==> src/rtl/mem_port_arbiter_pkg.sv <==
// Shared types and constants for the I/D memory port arbiter.
// The FUNCT3 encodings match the ones the memory instance decodes.
package mem_port_arbiter_pkg;

  localparam int MEM_AWIDTH = 32;
  localparam int MEM_DWIDTH = 32;

  localparam logic [2:0] FUNCT3_LB  = 3'b000;
  localparam logic [2:0] FUNCT3_LH  = 3'b001;
  localparam logic [2:0] FUNCT3_LW  = 3'b010;
  localparam logic [2:0] FUNCT3_LBU = 3'b100;
  localparam logic [2:0] FUNCT3_LHU = 3'b101;
  localparam logic [2:0] FUNCT3_SB  = 3'b000;
  localparam logic [2:0] FUNCT3_SH  = 3'b001;
  localparam logic [2:0] FUNCT3_SW  = 3'b010;

  typedef enum logic {IDLE, ACCESS} arb_state_e;
  typedef enum logic {OWNER_I, OWNER_D} owner_e;

  typedef struct packed {
    logic [MEM_AWIDTH-1:0] addr;
    logic [MEM_DWIDTH-1:0] wdata;
    logic                  we;
    logic [2:0]            funct3;
  } mem_req_t;

endpackage

==> src/rtl/mem_port_arbiter_if.sv <==
// Fetch port, load/store port and memory-side signals of the arbiter.
// slave = arbiter side, master = requesters plus memory instance.
interface mem_port_arbiter_if #(
  parameter int AWIDTH = 32,
  parameter int DWIDTH = 32
);
  logic              i_req_i;
  logic [AWIDTH-1:0] i_addr_i;
  logic              i_kill_i;
  logic              i_gnt_o;
  logic              i_rvalid_o;
  logic [DWIDTH-1:0] i_rdata_o;

  logic              d_req_i;
  logic              d_we_i;
  logic [AWIDTH-1:0] d_addr_i;
  logic [DWIDTH-1:0] d_wdata_i;
  logic [2:0]        d_funct3_i;
  logic              d_gnt_o;
  logic              d_rvalid_o;
  logic [DWIDTH-1:0] d_rdata_o;

  logic [AWIDTH-1:0] mem_addr_o;
  logic [DWIDTH-1:0] mem_wdata_o;
  logic              mem_read_en_o;
  logic              mem_write_en_o;
  logic [2:0]        mem_funct3_o;
  logic [DWIDTH-1:0] mem_rdata_i;

  modport slave (
    input  i_req_i, i_addr_i, i_kill_i,
    input  d_req_i, d_we_i, d_addr_i, d_wdata_i, d_funct3_i,
    input  mem_rdata_i,
    output i_gnt_o, i_rvalid_o, i_rdata_o,
    output d_gnt_o, d_rvalid_o, d_rdata_o,
    output mem_addr_o, mem_wdata_o, mem_read_en_o, mem_write_en_o, mem_funct3_o
  );

  modport master (
    output i_req_i, i_addr_i, i_kill_i,
    output d_req_i, d_we_i, d_addr_i, d_wdata_i, d_funct3_i,
    output mem_rdata_i,
    input  i_gnt_o, i_rvalid_o, i_rdata_o,
    input  d_gnt_o, d_rvalid_o, d_rdata_o,
    input  mem_addr_o, mem_wdata_o, mem_read_en_o, mem_write_en_o, mem_funct3_o
  );
endinterface

==> src/rtl/mem_port_arbiter_starve_counter.sv <==
// Saturating count of consecutive arbitrations the fetch port has lost.
// starved is high once the count reaches LIMIT.
module mem_port_arbiter_starve_counter #(
  parameter int LIMIT = 4,
  localparam int CW   = $clog2(LIMIT + 1)
) (
  input  logic clk,
  input  logic rst,
  input  logic clr,
  input  logic inc,
  output logic starved
);

  logic [CW-1:0] cnt;

  assign starved = (cnt >= CW'(LIMIT));

  always_ff @(posedge clk or negedge rst) begin
    if (!rst) begin
      cnt <= '0;
    end else if (clr) begin
      cnt <= '0;
    end else if (inc && !starved) begin
      cnt <= cnt + 1'b1;
    end
  end

endmodule

==> src/rtl/mem_port_arbiter.sv <==
// Shares one memory instance between instruction fetch (I) and load/store (D).
// One registered access at a time; response pulses two cycles after the grant.
//
//   state  | meaning
//   IDLE   | arbitrating; may grant one port, may be showing the last rvalid
//   ACCESS | memory driven from the request register for exactly one cycle
module mem_port_arbiter
  import mem_port_arbiter_pkg::*;
#(
  parameter int AWIDTH       = MEM_AWIDTH,
  parameter int DWIDTH       = MEM_DWIDTH,
  parameter int STARVE_LIMIT = 4
) (
  input  logic             clk,
  input  logic             rst,
  mem_port_arbiter_if.slave bus
);

  arb_state_e        state_q, state_d;
  owner_e            owner_q;
  mem_req_t          req_q;
  logic              kill_q;
  logic              i_gnt, d_gnt, starved;
  logic              i_rvalid_q, d_rvalid_q;
  logic [DWIDTH-1:0] i_rdata_q, d_rdata_q;

  mem_port_arbiter_starve_counter #(.LIMIT(STARVE_LIMIT)) u_starve (
    .clk     (clk),
    .rst     (rst),
    .clr     ((state_q == IDLE) && (i_gnt || !bus.i_req_i)),
    .inc     ((state_q == IDLE) && bus.i_req_i && d_gnt),
    .starved (starved)
  );

  always_ff @(posedge clk or negedge rst) begin
    if (!rst) state_q <= IDLE;
    else      state_q <= state_d;
  end

  // Grants are gated by rst so nothing is accepted while reset is held.
  always_comb begin
    state_d = state_q;
    i_gnt   = 1'b0;
    d_gnt   = 1'b0;
    case (state_q)
      IDLE: begin
        if (rst) begin
          if (bus.d_req_i && (!starved || !bus.i_req_i)) d_gnt = 1'b1;
          else if (bus.i_req_i)                          i_gnt = 1'b1;
        end
        if (i_gnt || d_gnt) state_d = ACCESS;
      end
      ACCESS:  state_d = IDLE;
      default: state_d = IDLE;
    endcase
  end

  always_ff @(posedge clk or negedge rst) begin
    if (!rst) begin
      req_q      <= '0;
      owner_q    <= OWNER_D;
      kill_q     <= 1'b0;
      i_rvalid_q <= 1'b0;
      d_rvalid_q <= 1'b0;
      i_rdata_q  <= '0;
      d_rdata_q  <= '0;
    end else begin
      i_rvalid_q <= 1'b0;
      d_rvalid_q <= 1'b0;
      if (i_gnt) begin
        req_q.addr   <= bus.i_addr_i;
        req_q.wdata  <= '0;
        req_q.we     <= 1'b0;
        req_q.funct3 <= FUNCT3_LW;
        owner_q      <= OWNER_I;
        kill_q       <= bus.i_kill_i;
      end else if (d_gnt) begin
        req_q.addr   <= bus.d_addr_i;
        req_q.wdata  <= bus.d_wdata_i;
        req_q.we     <= bus.d_we_i;
        req_q.funct3 <= bus.d_funct3_i;
        owner_q      <= OWNER_D;
        kill_q       <= 1'b0;
      end
      // A kill seen at grant or during the access drops only the valid pulse.
      if (state_q == ACCESS) begin
        if (owner_q == OWNER_I) begin
          i_rvalid_q <= !(kill_q || bus.i_kill_i);
          i_rdata_q  <= bus.mem_rdata_i;
        end else begin
          d_rvalid_q <= 1'b1;
          d_rdata_q  <= req_q.we ? '0 : bus.mem_rdata_i;
        end
      end
    end
  end

  assign bus.i_gnt_o        = i_gnt;
  assign bus.d_gnt_o        = d_gnt;
  assign bus.i_rvalid_o     = i_rvalid_q;
  assign bus.d_rvalid_o     = d_rvalid_q;
  assign bus.i_rdata_o      = i_rdata_q;
  assign bus.d_rdata_o      = d_rdata_q;
  assign bus.mem_addr_o     = req_q.addr[AWIDTH-1:0];
  assign bus.mem_wdata_o    = req_q.wdata;
  assign bus.mem_funct3_o   = req_q.funct3;
  assign bus.mem_read_en_o  = (state_q == ACCESS) && !req_q.we;
  assign bus.mem_write_en_o = (state_q == ACCESS) && req_q.we;

endmodule

==> src/flat_wrapper.sv <==
// flat-port wrapper written by rule: the top's interface ports become plain ports
module mem_port_arbiter_flat import mem_port_arbiter_pkg::*;
#(
  parameter int AWIDTH       = MEM_AWIDTH,
  parameter int DWIDTH       = MEM_DWIDTH,
  parameter int STARVE_LIMIT = 4
)
  (clk, rst, bus_i_req_i, bus_i_addr_i, bus_i_kill_i, bus_d_req_i, bus_d_we_i, bus_d_addr_i, bus_d_wdata_i, bus_d_funct3_i, bus_mem_rdata_i, bus_i_gnt_o, bus_i_rvalid_o, bus_i_rdata_o, bus_d_gnt_o, bus_d_rvalid_o, bus_d_rdata_o, bus_mem_addr_o, bus_mem_wdata_o, bus_mem_read_en_o, bus_mem_write_en_o, bus_mem_funct3_o);
  mem_port_arbiter_if #(.AWIDTH(AWIDTH), .DWIDTH(DWIDTH)) bus_i ();
  input  logic clk;
  input  logic rst;
  input wire logic [$bits(bus_i.i_req_i)-1:0] bus_i_req_i;
  input wire logic [$bits(bus_i.i_addr_i)-1:0] bus_i_addr_i;
  input wire logic [$bits(bus_i.i_kill_i)-1:0] bus_i_kill_i;
  input wire logic [$bits(bus_i.d_req_i)-1:0] bus_d_req_i;
  input wire logic [$bits(bus_i.d_we_i)-1:0] bus_d_we_i;
  input wire logic [$bits(bus_i.d_addr_i)-1:0] bus_d_addr_i;
  input wire logic [$bits(bus_i.d_wdata_i)-1:0] bus_d_wdata_i;
  input wire logic [$bits(bus_i.d_funct3_i)-1:0] bus_d_funct3_i;
  input wire logic [$bits(bus_i.mem_rdata_i)-1:0] bus_mem_rdata_i;
  output wire logic [$bits(bus_i.i_gnt_o)-1:0] bus_i_gnt_o;
  output wire logic [$bits(bus_i.i_rvalid_o)-1:0] bus_i_rvalid_o;
  output wire logic [$bits(bus_i.i_rdata_o)-1:0] bus_i_rdata_o;
  output wire logic [$bits(bus_i.d_gnt_o)-1:0] bus_d_gnt_o;
  output wire logic [$bits(bus_i.d_rvalid_o)-1:0] bus_d_rvalid_o;
  output wire logic [$bits(bus_i.d_rdata_o)-1:0] bus_d_rdata_o;
  output wire logic [$bits(bus_i.mem_addr_o)-1:0] bus_mem_addr_o;
  output wire logic [$bits(bus_i.mem_wdata_o)-1:0] bus_mem_wdata_o;
  output wire logic [$bits(bus_i.mem_read_en_o)-1:0] bus_mem_read_en_o;
  output wire logic [$bits(bus_i.mem_write_en_o)-1:0] bus_mem_write_en_o;
  output wire logic [$bits(bus_i.mem_funct3_o)-1:0] bus_mem_funct3_o;
  assign bus_i.i_req_i = bus_i_req_i;
  assign bus_i.i_addr_i = bus_i_addr_i;
  assign bus_i.i_kill_i = bus_i_kill_i;
  assign bus_i.d_req_i = bus_d_req_i;
  assign bus_i.d_we_i = bus_d_we_i;
  assign bus_i.d_addr_i = bus_d_addr_i;
  assign bus_i.d_wdata_i = bus_d_wdata_i;
  assign bus_i.d_funct3_i = bus_d_funct3_i;
  assign bus_i.mem_rdata_i = bus_mem_rdata_i;
  assign bus_i_gnt_o = bus_i.i_gnt_o;
  assign bus_i_rvalid_o = bus_i.i_rvalid_o;
  assign bus_i_rdata_o = bus_i.i_rdata_o;
  assign bus_d_gnt_o = bus_i.d_gnt_o;
  assign bus_d_rvalid_o = bus_i.d_rvalid_o;
  assign bus_d_rdata_o = bus_i.d_rdata_o;
  assign bus_mem_addr_o = bus_i.mem_addr_o;
  assign bus_mem_wdata_o = bus_i.mem_wdata_o;
  assign bus_mem_read_en_o = bus_i.mem_read_en_o;
  assign bus_mem_write_en_o = bus_i.mem_write_en_o;
  assign bus_mem_funct3_o = bus_i.mem_funct3_o;
  mem_port_arbiter #(.AWIDTH(AWIDTH), .DWIDTH(DWIDTH), .STARVE_LIMIT(STARVE_LIMIT)) u_core (.clk(clk), .rst(rst), .bus(bus_i));
endmodule
==> config.mk <==
export PLATFORM = sky130hd
export DESIGN_NAME = mem_port_arbiter_flat
export DESIGN_NICKNAME = d
export VERILOG_FILES = /design/src/rtl/mem_port_arbiter_pkg.sv /design/src/rtl/mem_port_arbiter_if.sv /design/src/rtl/mem_port_arbiter_starve_counter.sv /design/src/rtl/mem_port_arbiter.sv /design/src/flat_wrapper.sv
export SDC_FILE = /design/constraint.sdc
export NUM_CORES = 1
export LEC_CHECK = 0
export BUFFER_PORTS_ARGS = -buffer_cell sky130_fd_sc_hd__buf_2
export CORE_ASPECT_RATIO = 0.7
export CORE_MARGIN = 10
export CORE_UTILIZATION = 44
export DETAILED_ROUTE_END_ITERATION = 7
export PLACE_DENSITY = 0.75
export RECOVER_POWER = 100
export SLEW_MARGIN = 40
export SYNTH_ARGS = -nofsm -noshare
export SYNTH_HDL_FRONTEND = slang
export SYNTH_SLANG_ARGS = --single-unit
==> constraint.sdc <==
create_clock -name clk -period 1.52 [get_ports clk]
set_input_delay 0.076 -clock clk [delete_from_list [all_inputs] [get_ports clk]]
set_output_delay 0.076 -clock clk [all_outputs]
set_load 0.01 [all_outputs]
### Word-level counts from Yosys, hierarchy flattened

Index checks and enable logic that the tools add are counted.

* register bits: 140
* logic and storage cells: 59
* output and inout port bits: 137

* $lt $le $gt $ge: 1
* bitwise operators: 2
* multiplexer cells: 24
* add/subtract/negate cells: 1
* reductions and logical operators: 19

Operator list (count)
* 2-to-1 mux 68 bit: 2
* 2-to-1 mux 32 bit: 1
* 2-to-1 mux 1 bit: 18
* logical AND 1 bit: 7
* 2-to-1 mux 3 bit: 2
* logical NOT 1 bit: 4
* logical OR 1 bit: 4
* AND reduction 2 bit: 2
* nonzero test 2 bit: 2
* adder 3 x 1 -> 3 bit (second input constant): 1
* greater-or-equal comparator 3 bit (second input constant): 1
* inverter 1 bit: 2
* case mux 1 bit (2 select lines): 1

### Depth between registers and ports, before layout

* depth after elaboration: 12
* mapped depth: 7
* gate-level depth less buffers: 4

### Cells and area by module

From an unflattened synthesis, not the netlist that was laid out.

* cells, all modules: 587
* area, all modules: 6472.5 sq um

Modules (own cells, without submodules)
* mem_port_arbiter: seq. area each 3429.5 sq um, times used 1, cells an instance 571, area an instance 6294.8 sq um
* mem_port_arbiter_starve_counter: seq. area each 75.1 sq um, times used 1, cells an instance 16, area an instance 177.7 sq um

### Worst setup path before layout

No wires, ideal clock.

* path type: register to register
* start: reg u_core.owner_q
* end: reg u_core.i_rdata_q[10], in the netlist u_core.bus.i_rdata_o[10]
* stages on the path, launching flop included: 5
* library setup time: 0.128 ns
* arrival: 1.354 ns
* slack: 0.039 ns
* clock period less this slack: 1.481 ns
* buffers on the path: 2
* cell sequence: dfstp_2 > nand2b_1 > clkbuf_1 > buf_2 > mux2_1

* word-level cells in the longest chain between the ends: 2

Ends and longest elaborated chain
* start, declared: line mem_port_arbiter.sv:20 `owner_e owner_q;`
* start signal, assigned: line mem_port_arbiter.sv:61 `owner_q <= OWNER_D;`
* start signal, assigned: line mem_port_arbiter.sv:75 `owner_q <= OWNER_I;`
* start signal, assigned: line mem_port_arbiter.sv:82 `owner_q <= OWNER_D;`
* inverter 1 bit (no line)
* AND reduction 2 bit (no line)
* end signal, assigned: line mem_port_arbiter.sv:89 `i_rdata_q <= bus.mem_rdata_i;`
* end, declared: line mem_port_arbiter.sv:25 `logic [DWIDTH-1:0] i_rdata_q, d_rdata_q;`

No other way between the ends.
A chain may end at the register's enable or synchronous reset.

### Worst setup path after layout

* start: reg u_core.state_q
* end: reg u_core.req_q (netlist bit u_core.bus.mem_addr_o[1])

* word-level cells in the longest chain between the ends: 2
* elaborated cells between the ends (all ways): 4
* classes of those cells: mux (3); reduce/logical (1)

Ends and longest elaborated chain
* start, declared: line mem_port_arbiter.sv:19 `arb_state_e state_q, state_d;`
* start signal, assigned: line mem_port_arbiter.sv:37 `else state_q <= state_d;`
* 2-to-1 mux 1 bit: line mem_port_arbiter.sv:45 `case (state_q)`
* 2-to-1 mux 68 bit or nonzero test 2 bit (tied branches)
* end, declared: line mem_port_arbiter.sv:21 `mem_req_t req_q;`

Parallel ways exist; a longest one is shown, timed or not.

==> results.md <==
* Yosys reg bits at 140
* Worst-Skew Late Latency at 0.41 ns
* CTS tree: yes
* Die H at 122 µm
* CTS root buf: clkbuf_16
* Met3 GRT Util at 6.54%
* Routed via count at 5,651
* Final Max Slew Viols at 0
* Final setup margin at 0.0124 ns
* WHS at 0.0495 ns
* Clk buf depth at 2
* Critical path class: flip-flop to flip-flop
* Residual DRC at 0
* Yosys warnings at 0
* Dpl ws at 0.0254 ns
* Vias per cell at 4.97
* PortBufs at 273
* Fmax at 0.663 GHz
* Minimum clock period at 1.51 ns
* Largest net degree at the start of global routing at 88
* Primary FF master, synth: dfrtp_1
* Final setup viols at 0
* Relative slew slack at 28.2%
* Maximum VDD drop at 0.700 mV
* Placed instance area at 0.00771 mm²
* Largest fanout on the critical path at 32
* # IOs at 274
* Worst Path Arrival at 1.77 ns
* P per Cell Area at 1300 mW/mm²
* Slew @ Worst Pin at 1.08 ns
* Design Area, Final at 0.00965 mm²
* Post-Syn Instances at 579
* Total power at 12.5 mW
* Antenna violations before repair at 4
* Period utilisation layout at 99.2%
* CP Launch Type: flip-flop
* Htree depth at 4
* Sink Count at 140
* Total CTS buffers at 17
* First-pass DRT Iterations at 4
* Synthesized area at 0.00653 mm²
* Final core utilization at 65.9%
* P&R area growth vs syn at 47.8%
* Syn_area_per_cell at 11.3 µm²
* Starting Density at 44.6%
* Die ar. at 0.0202 mm²
* Remaining antenna violation count at 0
* Met2 Usage GRT at 32.9%
* Met1 Use GR at 23.6%
* Maximum clock skew at final layout at 0.0118 ns
* First-pass GRT wire length at 32,600 µm
* Hold Crit Class: primary input to flip-flop
* Seq/Total Area, Yosys at 53.7%
* Final-report hold violation count at 0
* Nets at 1,063
* Max_cap viols at 0
* Post-DR wirelength/cell at 18.5 µm
* Mapped Nets at 718
* Crit end category: flip-flop
* Tot GR Track Use at 20.2%
* Post-synth EDFFs at 0
* Grt peak-use layer: met2
* Final wirelength at 21,000 µm
* Async set-or-reset flop fraction in the synthesized netlist at 100%
* Status: completed
* Initial detailed-routing violation count at 350
* Core Region at 0.0146 mm²
* Filler cell count at 1,142
* GP Congestion at 0.792
* Leak Pwr at 4.43 nW
* Chip Width at 166 µm
* Count of different cell masters after synthesis at 32
* Flop2flop setup slack at 0.01 ns
* Vias in the first global route at 6,201
* Overflow after GRT at 0
* Fraction of layout cells with a size suffix above 1 at 26.0%
* Placement Rows at 37
* HPWL after detailed placement at 13,100 µm
* Reg clk slew, reported paths at 0.07 ns
* Req. time, crit path at 1.79 ns
* RSZ-0062 raised after global routing: yes
[cells by family (layout without fill, tap and decap cells)]
family	Yosys count	after routing	share of synthesized area, %
compound gates	141	141	18.3
fa+ha+maj	2	2	0.383
buf+inv	152	510	13.3
flops	140	140	53.7
mux	32	32	5.52
other cells	0	5	0
simple gates	112	112	8.76
[cell usage in the layout, fill, tap and decap left out, types with 3 or more instances in the layout]
| master | count |
|---|---|
| nand2_1 | 35 |
| bufinv_16 | 3 |
| a22o_1 | 37 |
| clkbuf_16 | 17 |
| dlygate4sd3_1 | 134 |
| o21ai_1 | 17 |
| nand3_1 | 32 |
| inv_6 | 3 |
| o21ai_0 | 46 |
| buf_4 | 15 |
| clkinv_4 | 3 |
| o311ai_2 | 28 |
| diode_2 | 5 |
| mux2_1 | 29 |
| buf_2 | 137 |
| clkbuf_4 | 3 |
| mux2_2 | 3 |
| dfrtp_1 | 138 |
| nand2b_1 | 34 |
| buf_6 | 7 |
| clkbuf_1 | 135 |
| buf_12 | 6 |
| inv_1 | 39 |
| o311ai_1 | 3 |
[area by class of cell]
type,instances,area (µm²),share of cell area [%]
Antenna cell,5,12.5,0.130
Clock buffer,19,453,4.70
Clock inverter,13,180,1.87
Inverter,40,150,1.56
Multi-Input combinational cell,287,2200,22.8
Sequential cell,140,3510,36.3
Tap cell,195,244,2.53
Timing Repair Buffer,438,2900,30.1
[where the power goes]
group,internal [mW],switching [mW]
sequential,4.57,0.473
clock,2.72,1.67
combinational,1.38,1.72
[cells in the mapped netlist, types with 2 or more instances]
master,instances,area [µm²]
dfrtp_1,139,3480
buf_4,68,510
o21ai_0,65,325
inv_1,39,146
a22o_1,37,324
nand2_1,36,135
nand2b_1,35,219
nand3_1,32,160
clkbuf_1,29,109
mux2_1,29,327
o311ai_2,28,455
buf_2,11,55.1
buf_6,4,45.0
o311ai_1,4,35.0
mux2_2,3,33.8
nor2b_1,3,18.8
ha_1,2,25.0
[final timing paths]
check / from / to / depth (start not counted)
max reg2reg: u_core.state_q / u_core.bus.mem_addr_o[1] / 5
min reg2reg: u_core.kill_q / u_core.bus.i_rvalid_o / 1
min in group asynchronous: rst / u_core.u_starve.cnt[0] / 3
max: u_core.state_q / u_core.bus.mem_addr_o[1] / 5
min: bus_i_req_i / u_core.u_starve.cnt[0] / 3
max in group asynchronous: rst / u_core.bus.d_rdata_o[2] / 3
[worst max-delay path: stages (launching register included)]
cell      delay, ns
dfrtp_2        0.43
buf_6          0.14
nand2b_1       0.21
buf_12         0.21
o21ai_1        0.22
o311ai_2       0.16
[sequential cells by signal, indices dropped and copies added, names as in the netlist]
signal / count
u_core.req_q: 1
u_core.bus.mem_addr_o: 32
u_core.bus.mem_funct3_o: 3
u_core.state_q: 1
u_core.kill_q: 1
u_core.owner_q: 1
u_core.bus.i_rdata_o: 32
u_core.u_starve.cnt: 3
u_core.bus.d_rvalid_o: 1
u_core.bus.mem_wdata_o: 32
u_core.bus.i_rvalid_o: 1
u_core.bus.d_rdata_o: 32
[repair_timing]
item / in CTS / in global routing
cloned: 2 / 0
endpoints found under the setup margin: 2 / 45
setup buffers: 5 / 5
pin swaps: 1 / 0
hold endpoints to repair: 273 / 0
resized for setup: 8 / 22
hold buffers: 134 / 0
[stage by stage]
step | TNS, ns | instances
after floorplan | 0 | 579
final | 0 | 1137
after CTS | 0 | 1127
after global routing | -0.419 | 1137
after global placement | 0 | 954
after detailed placement | 0 | 954
[layer usage]
metal | up-vias | share of wire, %
met5 | - | 0
met4 | 0 | 3.4
met3 | 56 | 8.1
met2 | 245 | 48
met1 | 2722 | 40
li1 | 2628 | -
No activity file was read; power rests on OpenSTA's default activity.
